## src/rtl/switch_game_engine.sv

```systemverilog
// switch_game_engine: reaction-game core. Owns the round FSM, the prompt
// sequence, the per-second countdown, streak-multiplied scoring and a
// high score that survives until reset. All outputs are plain binary.
module switch_game_engine #(
  parameter int NUM_SW        = 10,
  parameter int TICKS_PER_SEC = 50000000,
  parameter int ROUND_SECONDS = 20,
  parameter int PROMPT_STEP   = 7,
  parameter int STREAK_LEN    = 5,
  parameter int MAX_MULT      = 8,
  parameter int SCORE_W       = 10
) (
  input  logic               clk,
  input  logic               reset,
  input  logic               start,
  input  logic [NUM_SW-1:0]  sw,
  output logic [NUM_SW-1:0]  led_prompt,
  output logic [7:0]         seconds_left,
  output logic [SCORE_W-1:0] score,
  output logic [SCORE_W-1:0] high_score,
  output logic [7:0]         multiplier,
  output logic               playing,
  output logic               game_over,
  output logic               new_high
);

  localparam int IDX_W    = $clog2(NUM_SW);
  localparam int TICK_W   = (TICKS_PER_SEC > 1) ? $clog2(TICKS_PER_SEC) : 1;
  localparam int STREAK_W = $clog2(STREAK_LEN + 1);
  localparam int STEP_MOD = PROMPT_STEP % NUM_SW;
  localparam int SUM_W    = ((SCORE_W > 9) ? SCORE_W : 9) + 1;
  localparam logic [SCORE_W-1:0] SCORE_MAX = '1;

  typedef enum logic [1:0] {IDLE, PLAY, GAMEOVER} state_t;

  state_t              state, state_n;
  logic [NUM_SW-1:0]   sw_meta, sw_s, sw_prev;
  logic [NUM_SW-1:0]   expected, expected_n;
  logic [IDX_W-1:0]    idx, idx_n, idx_adv;
  logic [IDX_W:0]      idx_sum;
  logic [TICK_W-1:0]   tick, tick_n;
  logic [7:0]          sec_n, mult_n;
  logic [8:0]          mult_dbl;
  logic [7:0]          mult_up;
  logic [SCORE_W-1:0]  score_n, high_n, score_add;
  logic [SUM_W-1:0]    score_sum;
  logic [STREAK_W-1:0] streak, streak_n;
  logic                new_high_n;
  logic                change;

  function automatic logic [NUM_SW-1:0] onehot(input logic [IDX_W-1:0] i);
    logic [NUM_SW-1:0] one;
    one = {{(NUM_SW-1){1'b0}}, 1'b1};
    return one << i;
  endfunction

  // Two-flop synchroniser for the raw switches, plus the previous sample for edge detection
  always_ff @(posedge clk or posedge reset) begin
    if (reset) begin
      sw_meta <= '0;
      sw_s    <= '0;
      sw_prev <= '0;
    end else begin
      sw_meta <= sw;
      sw_s    <= sw_meta;
      sw_prev <= sw_s;
    end
  end

  assign change = (sw_s != sw_prev);

  // Shared arithmetic: next prompt index, saturating score add, capped multiplier doubling
  always_comb begin
    idx_sum   = {1'b0, idx} + (IDX_W+1)'(STEP_MOD);
    idx_adv   = (idx_sum >= (IDX_W+1)'(NUM_SW)) ? IDX_W'(idx_sum - (IDX_W+1)'(NUM_SW))
                                                : IDX_W'(idx_sum);
    score_sum = SUM_W'(score) + SUM_W'({multiplier, 1'b0});
    score_add = (score_sum > SUM_W'(SCORE_MAX)) ? SCORE_MAX : SCORE_W'(score_sum);
    mult_dbl  = {multiplier, 1'b0};
    mult_up   = (mult_dbl > 9'(MAX_MULT)) ? 8'(MAX_MULT) : mult_dbl[7:0];
  end

  // Round FSM: start handling, answer scoring, countdown and high-score capture
  always_comb begin
    state_n    = state;
    idx_n      = idx;
    expected_n = expected;
    tick_n     = tick;
    sec_n      = seconds_left;
    score_n    = score;
    high_n     = high_score;
    mult_n     = multiplier;
    streak_n   = streak;
    new_high_n = 1'b0;
    case (state)
      IDLE, GAMEOVER: begin
        if (start) begin
          state_n    = PLAY;
          score_n    = '0;
          streak_n   = '0;
          mult_n     = 8'd1;
          sec_n      = 8'(ROUND_SECONDS);
          tick_n     = '0;
          expected_n = sw_s ^ onehot(idx);
        end
      end
      PLAY: begin
        if (change) begin
          if (sw_s == expected) begin
            score_n = score_add;
            if (streak == STREAK_W'(STREAK_LEN - 1)) begin
              streak_n = '0;
              mult_n   = mult_up;
            end else begin
              streak_n = streak + 1'b1;
            end
          end else begin
            streak_n = '0;
            mult_n   = 8'd1;
          end
          idx_n      = idx_adv;
          expected_n = sw_s ^ onehot(idx_adv);
        end
        if (tick == TICK_W'(TICKS_PER_SEC - 1)) begin
          tick_n = '0;
          sec_n  = seconds_left - 8'd1;
          if (seconds_left == 8'd1) begin
            state_n = GAMEOVER;
            if (score_n > high_score) begin
              high_n     = score_n;
              new_high_n = 1'b1;
            end
          end
        end else begin
          tick_n = tick + 1'b1;
        end
      end
      default: state_n = IDLE;
    endcase
  end

  // State and datapath registers
  always_ff @(posedge clk or posedge reset) begin
    if (reset) begin
      state        <= IDLE;
      idx          <= '0;
      expected     <= '0;
      tick         <= '0;
      seconds_left <= 8'(ROUND_SECONDS);
      score        <= '0;
      high_score   <= '0;
      multiplier   <= 8'd1;
      streak       <= '0;
      new_high     <= 1'b0;
    end else begin
      state        <= state_n;
      idx          <= idx_n;
      expected     <= expected_n;
      tick         <= tick_n;
      seconds_left <= sec_n;
      score        <= score_n;
      high_score   <= high_n;
      multiplier   <= mult_n;
      streak       <= streak_n;
      new_high     <= new_high_n;
    end
  end

  // Status outputs decoded from the current state
  always_comb begin
    led_prompt = '0;
    playing    = 1'b0;
    game_over  = 1'b0;
    case (state)
      PLAY: begin
        led_prompt = onehot(idx);
        playing    = 1'b1;
      end
      GAMEOVER: begin
        led_prompt = '1;
        game_over  = 1'b1;
      end
      default: ;
    endcase
  end

endmodule

```

## config.mk

```make
export PLATFORM = sky130hd
export DESIGN_NAME = switch_game_engine
export DESIGN_NICKNAME = d
export VERILOG_FILES = /design/src/rtl/switch_game_engine.sv
export SDC_FILE = /design/constraint.sdc
export NUM_CORES = 1
export LEC_CHECK = 0
export BUFFER_PORTS_ARGS = -buffer_cell sky130_fd_sc_hd__buf_2
export CAP_MARGIN = 20
export CORE_ASPECT_RATIO = 0.5
export CORE_MARGIN = 8
export CORE_UTILIZATION = 60
export DETAILED_ROUTE_END_ITERATION = 10
export PLACE_DENSITY = 0.83
export SLEW_MARGIN = 5
export SYNTH_ARGS = -nofsm -noshare
export SYNTH_HDL_FRONTEND = slang
export SYNTH_SLANG_ARGS = --single-unit
```

## constraint.sdc

```tcl
create_clock -name clk -period 4.6 [get_ports clk]
set_input_delay 0.92 -clock clk [delete_from_list [all_inputs] [get_ports clk]]
set_output_delay 0.92 -clock clk [all_outputs]
set_load 0.02 [all_outputs]
```

# Word-level counts from Yosys, hierarchy flattened

Cells that the tools add are included.

Add/subtract/negate cells: 6
Multiply operators: 0
Divide/modulo/power cells: 0
Order comparisons: 4
Eq/ne operators: 12
Shift operators: 2
Muxes and demuxes: 38
Bitwise gates (word level): 2
Reductions and logical operators: 10

Operator list:

| cell                    | count |
|---|---|
| $mux W10                | 7 |
| $pmux W10 S2            | 3 |
| $mux W8                 | 7 |
| $mux W26                | 2 |
| $pmux W26 S2            | 1 |
| $pmux W8 S2             | 2 |
| $add A26 B1 Y26 const B | 1 |
| $eq A26 B26 Y1 const B  | 1 |
| $shl A1 B4 Y10 const A  | 2 |
| $xor A10 B10 Y10        | 2 |
| $mux W3                 | 4 |
| $add A10 B9 Y11         | 1 |
| $gt A11 B10 Y1 const B  | 1 |
| $eq A10 B10 Y1          | 1 |
| $gt A10 B10 Y1          | 1 |
| $ne A10 B10 Y1          | 1 |
| $gt A9 B4 Y1 const B    | 1 |
| $reduce_and A3 Y1       | 3 |
| $eq A8 B1 Y1 const B    | 1 |
| $ne A2 B2 Y1 const B    | 4 |
| $reduce_and A4 Y1       | 2 |
| $sub A8 B1 Y8 const B   | 1 |
| $mux W1                 | 6 |
| $mux W2                 | 3 |
| 15 further kinds        | 16 |

Flip-flop bits (word level): 112
Latch bits: 0
Memory bits (writable): 0
Memory bits (read-only): 0
Logic and storage cells: 87
Memories kept: 0

# Logic depth before layout (Yosys ltp)

Gate-level depths: netlist of the first run.

Depth after elaboration: 11
Depth in mapped cells: 16

# Worst setup path after synthesis of the first run

No wires, ideal clock.

Kind: register to register
From: register score[7]
To: register high_score[1]
Library setup time: 125 ps
Arrival: 3764 ps
Data required time: 4475 ps
Path slack: 712 ps
Cell stages (with the launch flop): 15
Cell sequence: dfrtp_1 -> ha_1 -> a211o_1 -> o2111ai_1 -> nand4b_1 -> clkbuf_1 -> o22ai_1 -> inv_1 -> ha_1 -> and3_1 -> o21ai_0 -> a31oi_1 -> o2111ai_1 -> clkbuf_1 -> mux2_2

Word-level cells in the longest chain between the ends: 8

RTL lines:

| item                               | line | RTL |
|---|---|---|
| start: declaration                 | 19   | `output logic [SCORE_W-1:0] score,` |
| start signal: assignment           | 161  | `score <= score_n;` |
| $add A10 B9 Y11                    | 77   | `score_sum = SUM_W'(score) + SUM_W'({multiplier, 1'b0});` |
| $gt A11 B10 Y1                     | 78   | `score_add = (score_sum > SUM_W'(SCORE_MAX)) ? SCORE_MAX : SCORE_W'(score_sum);` |
| $mux W10                           | 78   |  |
| $mux W10                           | 109  | `if (sw_s == expected) begin` |
| $mux W10 *                         | 108  | `if (change) begin` |
| $mux W10 *                         | 95   | `case (state)` |
| $gt A10 B10 Y1                     | 129  | `if (score_n > high_score) begin` |
| $reduce_and A4 Y1 (no source line) | --   |  |
| end signal: assignment             | 162  | `high_score <= high_n;` |
| end: declaration                   | 20   | `output logic [SCORE_W-1:0] high_score,` |

Mark *: on every way between the ends. The rest lies on a longest branch, timed or not. The select of a mux whose other input is x is not followed.
A chain may end at the register's enable or synchronous reset.

# Worst setup path after layout of the first run

From: register multiplier[0]
To: register high_score[6]

Word-level cells in the longest chain between the ends: 8

RTL lines:

| item                               | line | RTL |
|---|---|---|
| start: declaration                 | 21   | `output logic [7:0] multiplier,` |
| start signal: assignment           | 163  | `multiplier <= mult_n;` |
| $add A10 B9 Y11 *                  | 77   |  |
| $gt A11 B10 Y1                     | 78   |  |
| $mux W10 *                         | 78   |  |
| $mux W10 *                         | 109  |  |
| $mux W10 *                         | 108  |  |
| $mux W10 *                         | 95   |  |
| $gt A10 B10 Y1                     | 129  |  |
| $reduce_and A4 Y1 (no source line) | --   |  |

Marked as above.

==> results of run 1 <==
## flip-flops by register name (all words and copies together), names as in the netlist
register	count
streak	3
sw_meta	10
multiplier	8
state	2
sw_prev	10
new_high	1
expected	10
tick	26
high_score	10
score	10
idx	4
sw_s	10
seconds_left	8
## cell families (layout without fill, tap and decap cells)
family                   after synthesis  after routing  share of synthesized area [%]
AND/OR/NAND/NOR                      276            276                          21.32
AO/OA/AOI/OAI                        129            129                          13.93
flip-flops                           112            112                          44.00
XOR/XNOR                              56             56                          7.689
buffers and inverters                 55            119                          3.335
adder cells (fa/ha/maj)               34             34                          6.787
multiplexers                          18             18                          2.942
## cell type report
type,count,area [sq um],area share (%)
tap,140,175.2,2.449
clock inverter,7,75.07,1.050
inverter,33,126.4,1.767
sequential,112,2806,39.24
timing repair buffer,70,376.6,5.266
multi-input combinational,513,3367,47.08
clock buffer,9,225.2,3.149
## worst max path at each step
stage	from	endpoint	slack (ns)	cells after the start
floorplan	score[7]	high_score[1]	0.71	14
global placement	sw_s[4]	high_score[2]	1.06	13
detailed placement	sw_s[3]	high_score[6]	0.93	14
CTS	sw_s[4]	high_score[6]	0.89	14
global route	sw_s[3]	high_score[5]	0.69	14
finish	multiplier[0]	high_score[6]	0.84	14
## routing by layer
metal  share of wire, %  global-route usage, %
met4                1.3                  5.588
met1                 46                  27.56
met2                 46                  34.36
met5                  0                      0
met3                6.9                  5.561
## through the flow
step	setup WS (ns)	instance area, sq um	util (%)	cells	hold WS, ns
final	0.8381	7152	69.57	884	0.3504
after global routing	0.6868	7152	69.57	884	0.3579
after CTS	0.8925	7141	69.46	883	0.3521
after detailed placement	0.9288	6840	66.54	867	0.3347
after global placement	1.063	6840	66.54	867	0.3347
after floorplan	0.7116	6379	-	680	0.3312
## report_power, final
part           internal (mW)  switching [mW]  leakage (nW)
sequential              1.11           0.161          1.45
clock                  0.429           0.384         0.151
combinational          0.462           0.854          1.70
## Yosys cell counts (7+ instances only)
library cell	count	area share, %
o311ai_0	7	0.96
nor2_1	68	4.0
and3_1	10	0.98
nand4_1	18	1.8
xnor2_1	29	4.0
nand3_1	24	1.9
mux2i_1	12	1.9
nor2b_1	26	2.6
dfrtp_1	109	43
ha_1	33	6.5
nor3_1	11	0.86
o211ai_1	13	1.5
a21oi_1	23	1.8
clkbuf_1	18	1.1
inv_1	33	1.9
nor4_1	8	0.78
xor2_1	27	3.7
a31oi_1	13	1.3
o21ai_0	26	2.0
nand2_1	79	4.6
==> impl_metrics.env, run 1 <==
export IMPL_status="completed"
export IMPL_cts_resized=0
export IMPL_drc=0
export IMPL_arrival_ns=4.01
export IMPL_gr_total_overflow=0
export IMPL_min_to="sw_s[7]"
export IMPL_fin_crit_ns=3.762
export IMPL_ys_seq_area_share_pct=44.00
export IMPL_path_cells="ha_1 -> fa_1 -> a21oi_1 -> nor2_1 -> nor2_1 -> a21oi_1 -> nor4b_1 -> nor2_1 -> ha_1 -> a21oi_1 -> o21ai_0 -> o2111ai_1 -> buf_4 -> mux2_2"
export IMPL_relSlewSlack_pct=44.83
export IMPL_vias_per_cell=5.967
export IMPL_clock_sinks=112
export IMPL_reg2reg_from="multiplier[0]"
export IMPL_clk_pin_slew_ns=0.08
export IMPL_layout_area_overhead_vs_synth_pct=12.12
export IMPL_synth_lib_cells_used_distinct=64
export IMPL_hold_path_cell_count=0
export IMPL_synthesis_nets=727
export IMPL_gp_congestion=0.8838
export IMPL_drt_iter0_drc=391
export IMPL_core_area_sq_um=10280
export IMPL_tightest_slew_ns=0.8275
export IMPL_hold_viol_final=0
export IMPL_slowest_delay_ns=0.57
export IMPL_worst_path_max_delay_cell="dfstp_2"
export IMPL_grt_max_degree=70
export IMPL_fin_crit_sh_pct=81.78
export IMPL_p_leak_nw=3.308
export IMPL_synth_edf_count=0
export IMPL_cap_violations=0
export IMPL_hp_start="sw_meta[7]"
export IMPL_timing_rr_end="high_score[6]"
export IMPL_ant_nets=0
export IMPL_ys_flop_type="dfrtp_1"
export IMPL_grt_pass1_wl_microns=24550
export IMPL_total_power_mw=3.400
export IMPL_clock_skew_ns=0.007906
export IMPL_postCtsSetupBuffers=0
export IMPL_cts_buffers=9
export IMPL_fin_nets=786
export IMPL_worstSkewPairLatency_ns=0.36
export IMPL_drive_gt1_share_pct=14.38
export IMPL_power_density_nw_per_um2=475.5
export IMPL_port_buffers=61
export IMPL_postSynth_asyncResetShare_pct=100.0
export IMPL_cts_tree="done"
export IMPL_fill_cells=823
export IMPL_wl_per_cell_microns=16.60
export IMPL_ir_worst_vdd_v=0.0002354
export IMPL_max_freq_mhz=265.8
export IMPL_io_pin_count=62
export IMPL_reg2reg_slack_ns=0.84
export IMPL_critPathCaptureType="flop"
export IMPL_layout_commonest_cell="dfrtp_1"
export IMPL_critPathTopFamily="compound AO/OA/AOI/OAI gates"
export IMPL_setup_viol=0
export IMPL_clockRootBuffer="clkbuf_16"
export IMPL_die_h_microns=88.91
export IMPL_ctsHoldBuffers=0
export IMPL_start_util_pct=62.05
export IMPL_htreeDepth=3
export IMPL_ys_warnings_count=0
export IMPL_ys_ff_latch=112
export IMPL_syn_area_per_cell_sq_um=9.380
export IMPL_clock_path_buffers=2
export IMPL_rsz0062_at_grt="false"
export IMPL_syn_inst=680
export IMPL_cp_data_required_time_ns=4.84
export IMPL_startpoint_type="flop"
export IMPL_diodes=0
export IMPL_cp_num_buf_inv=1
export IMPL_critical_path_class="reg -> reg"
export IMPL_layout_common_cells="dfrtp_1 (109), nand2_1 (79), nor2_1 (68)"
export IMPL_via_count=5275
export IMPL_r2r_cells=14
export IMPL_grt_total_usage_pct=21.03
export IMPL_crit_path_max_fanout=8
export IMPL_antenna_found_initial=0
export IMPL_slew_violations=0
export IMPL_synth_area_sq_um=6379
export IMPL_min_path_type="reg -> reg"
export IMPL_drt_pass1_iterations=5
export IMPL_die_area_sq_um=14390
export IMPL_num_rows=26
export IMPL_dp_hpwl_microns=10770
export IMPL_dieWidth_microns=161.8
export IMPL_fin_setup_tns_ns=0
export IMPL_drt_total_wl_microns=14670
export IMPL_grt_pass1_vias=5051
(Power assumes the default switching activity.)
==> run 2: changes to the inputs <==
- ABC_AREA: default -> 1
- CORE_UTILIZATION: 60 -> 54
- PLACE_DENSITY: 0.83 -> 0.78
- clock period: 4.6 -> 3.44 ns (I/O delays scaled with it)
==> run 2 against run 1 <==
Sequential cell count is the same. Synthesized area grew 6.0%. Count of clock-buffer cells in the layout is the same. Sequential power grew 35%. Maximum frequency grew 14%. Worst setup slack lost 0.69 ns. Combinational power grew 61%. Register-to-register slack lost 0.69 ns. Clock power grew 29%. Global-route usage shrank 2.0 points. Cell count grew 23%. Critical endpoint is now high_score[0]. Highest routed layer unchanged.
==> impl_metrics.env, run 2 <==
export IMPL_status="completed"
export IMPL_ys_warnings_count=0
export IMPL_antenna_found_initial=0
export IMPL_synth_common_cells="nand2_1 (207), dfrtp_1 (109), inv_1 (86), nand3_1 (83), nor2_1 (69)"
export IMPL_clock_skew_ns=0.01034
export IMPL_reg2reg_from="score[1]"
export IMPL_ys_flop_type="dfrtp_1"
export IMPL_timing_hold_ws_ns=0.3530
export IMPL_clk_pin_slew_ns=0.08
export IMPL_fin_crit_sh_pct=95.58
export IMPL_min_path_type="reg -> reg"
export IMPL_io_pin_count=62
export IMPL_total_power_mw=4.891
export IMPL_max_freq_mhz=304.1
export IMPL_diodes=0
export IMPL_r2r_cells=17
export IMPL_syn_area_per_cell_sq_um=8.003
export IMPL_comb_power_share_pct=43.6
export IMPL_fin_crit_ns=3.288
export IMPL_worst_path_max_delay_cell="dfrtp_1"
export IMPL_yosys_cell_count_top_type="nand2_1"
export IMPL_placed_cells=1064
export IMPL_ctsHoldBuffers=0
export IMPL_cap_violations=0
export IMPL_layout_commonest_cell="nand2_1"
export IMPL_synthesis_nets=892
export IMPL_power_density_nw_per_um2=635.8
export IMPL_layoutNonFillerInstCount=1091
export IMPL_slew_violations=0
export IMPL_min_to="sw_s[8]"
export IMPL_worstSkewPairLatency_ns=0.36
export IMPL_synth_top_area_share_pct=40.33
export IMPL_fin_setup_tns_ns=0
export IMPL_via_count=5872
export IMPL_synth_area_sq_um=6763
export IMPL_gr_total_overflow=0
export IMPL_ys_ff_latch=112
export IMPL_grt_pass1_vias=5608
export IMPL_slowest_delay_ns=0.44
export IMPL_synth_top_area_cell="dfrtp_1"
export IMPL_yosys_top_cells_area="dfrtp_1 (40%), nand2_1 (11%), nand3_1 (6.1%)"
export IMPL_critPathTopFamily="simple AND/OR/NAND/NOR gates"
export IMPL_critPathCaptureType="flop"
export IMPL_drt_pass1_iterations=8
export IMPL_ys_seq_area_share_pct=41.50
export IMPL_arrival_ns=3.54
export IMPL_synth_lib_cells_used_distinct=52
export IMPL_htreeDepth=3
export IMPL_design_area_sq_um=7694
export IMPL_placed_cell_area_sq_um=7221
export IMPL_postSynth_asyncResetShare_pct=100.0
export IMPL_cp_num_buf_inv=1
export IMPL_clockRootBuffer="clkbuf_16"
export IMPL_setup_viol=0
export IMPL_wl_per_cell_microns=14.67
export IMPL_clkPwrFrac_pct=21.5
export IMPL_dieWidth_microns=174.3
export IMPL_power_frac_seq_pct=34.9
export IMPL_largest_register_ffs=26
export IMPL_hp_start="sw_meta[8]"
export IMPL_cts_tree="done"
export IMPL_layout_common_cells="nand2_1 (206), dfrtp_1 (109), inv_1 (85)"
export IMPL_hold_path_cell_count=0
export IMPL_cts_buffers=9
export IMPL_die_h_microns=95.13
export IMPL_place_ws_ns=0.06871
export IMPL_intPower_mw=2.703
export IMPL_relSlewSlack_pct=55.24
export IMPL_syn_inst=845
export IMPL_cp_data_required_time_ns=3.69
export IMPL_synth_edf_count=0
export IMPL_reg2reg_slack_ns=0.15
export IMPL_switching_power_mw=2.189
export IMPL_fill_cells=1065
export IMPL_regMostFlops="tick"
export IMPL_drive_gt1_share_pct=20.20
export IMPL_layout_area_overhead_vs_synth_pct=13.77
export IMPL_drt_iter0_drc=503
export IMPL_tightest_slew_ns=0.6699
export IMPL_start_util_pct=54.34
export IMPL_clock_path_buffers=2
export IMPL_die_area_sq_um=16580
export IMPL_path_cells="ha_4 -> fa_2 -> nand3_1 -> nand2_2 -> a21oi_1 -> xor2_1 -> nand3_1 -> and2_4 -> ha_1 -> nand2_1 -> nor2_2 -> nand4_1 -> o2111ai_2 -> nand3b_4 -> buf_4 -> nand2_1 -> o21ai_1"
export IMPL_hold_viol_final=0
export IMPL_ir_worst_vdd_v=0.0003229
export IMPL_utilization_pct=61.82
export IMPL_core_area_sq_um=12450
export IMPL_startpoint_type="flop"
export IMPL_swShare_pct=44.75
export IMPL_timing_rr_end="high_score[0]"
export IMPL_ant_nets=0
export IMPL_dp_hpwl_microns=11570
export IMPL_setup_ws_ns=0.1520
export IMPL_num_rows=29
export IMPL_grt_total_usage_pct=18.99
export IMPL_crit_path_max_fanout=5
export IMPL_gp_congestion=0.9279
export IMPL_critical_path_class="reg -> reg"
export IMPL_fin_nets=963
export IMPL_drc=0
export IMPL_vias_per_cell=5.382
export IMPL_grt_pass1_wl_microns=26050
export IMPL_clock_sinks=112
export IMPL_p_leak_nw=3.815
export IMPL_grt_max_degree=65
export IMPL_drt_total_wl_microns=16000
export IMPL_port_buffers=61
run 2: how the worst max path moves through the flow:
stage	end	depth (start not counted)	startpoint	slack, ns
after global routing	high_score[6]	17	score[1]	-0.06
after CTS	high_score[9]	17	score[1]	0.04
after global placement	high_score[9]	17	score[1]	0.22
after floorplan	high_score[0]	17	score[1]	0.31
after detailed placement	high_score[9]	17	score[1]	0.07
final	high_score[0]	17	score[1]	0.15
run 2: final cells by class:
class                      count  area (sq um)  share of cell area [%]
multi-input combinational    612          3533                   45.93
sequential                   112          2806                   36.48
timing repair buffer          76         430.4                   5.594
inverter                     105         412.9                   5.367
clock buffer                   9         225.2                   2.927
tap                          170         212.7                   2.765
clock inverter                 7         72.57                  0.9432
run 2: cell families after synthesis:
kind of cell,count (synthesis),synth area share [%]
AO/OA/AOI/OAI,79,6.734
XOR/XNOR,35,4.533
adder cells (fa/ha/maj),34,6.402
buffers and inverters,122,7.567
flip-flops,112,41.50
AND/OR/NAND/NOR,463,33.27
run 2: power by group through the flow:
stage                     registers, mW  clock network (mW)  logic, mW
after floorplan                    1.74                   0       1.71
after global placement             1.72                   0       2.05
after detailed placement           1.72                   0       2.11
after CTS                          1.70                1.07       2.12
after global routing               1.73                1.12       2.38
final                              1.71                1.05       2.13
run 2: layer usage:
metal	vias to the layer above	part of all wire (%)	global-route usage, %
met5	-	0	0
met4	0	1.8	6.360
met3	30	5.8	3.992
met2	188	48	32.75
met1	2768	44	23.83
li1	2886	-	-
run 2: what timing repair did:
item                                    4_1_cts  5_1_grt
hold endpoints to repair                      0        0
resized for setup                             0       18
setup buffers                                 0       10
endpoints found under the setup margin        0       11
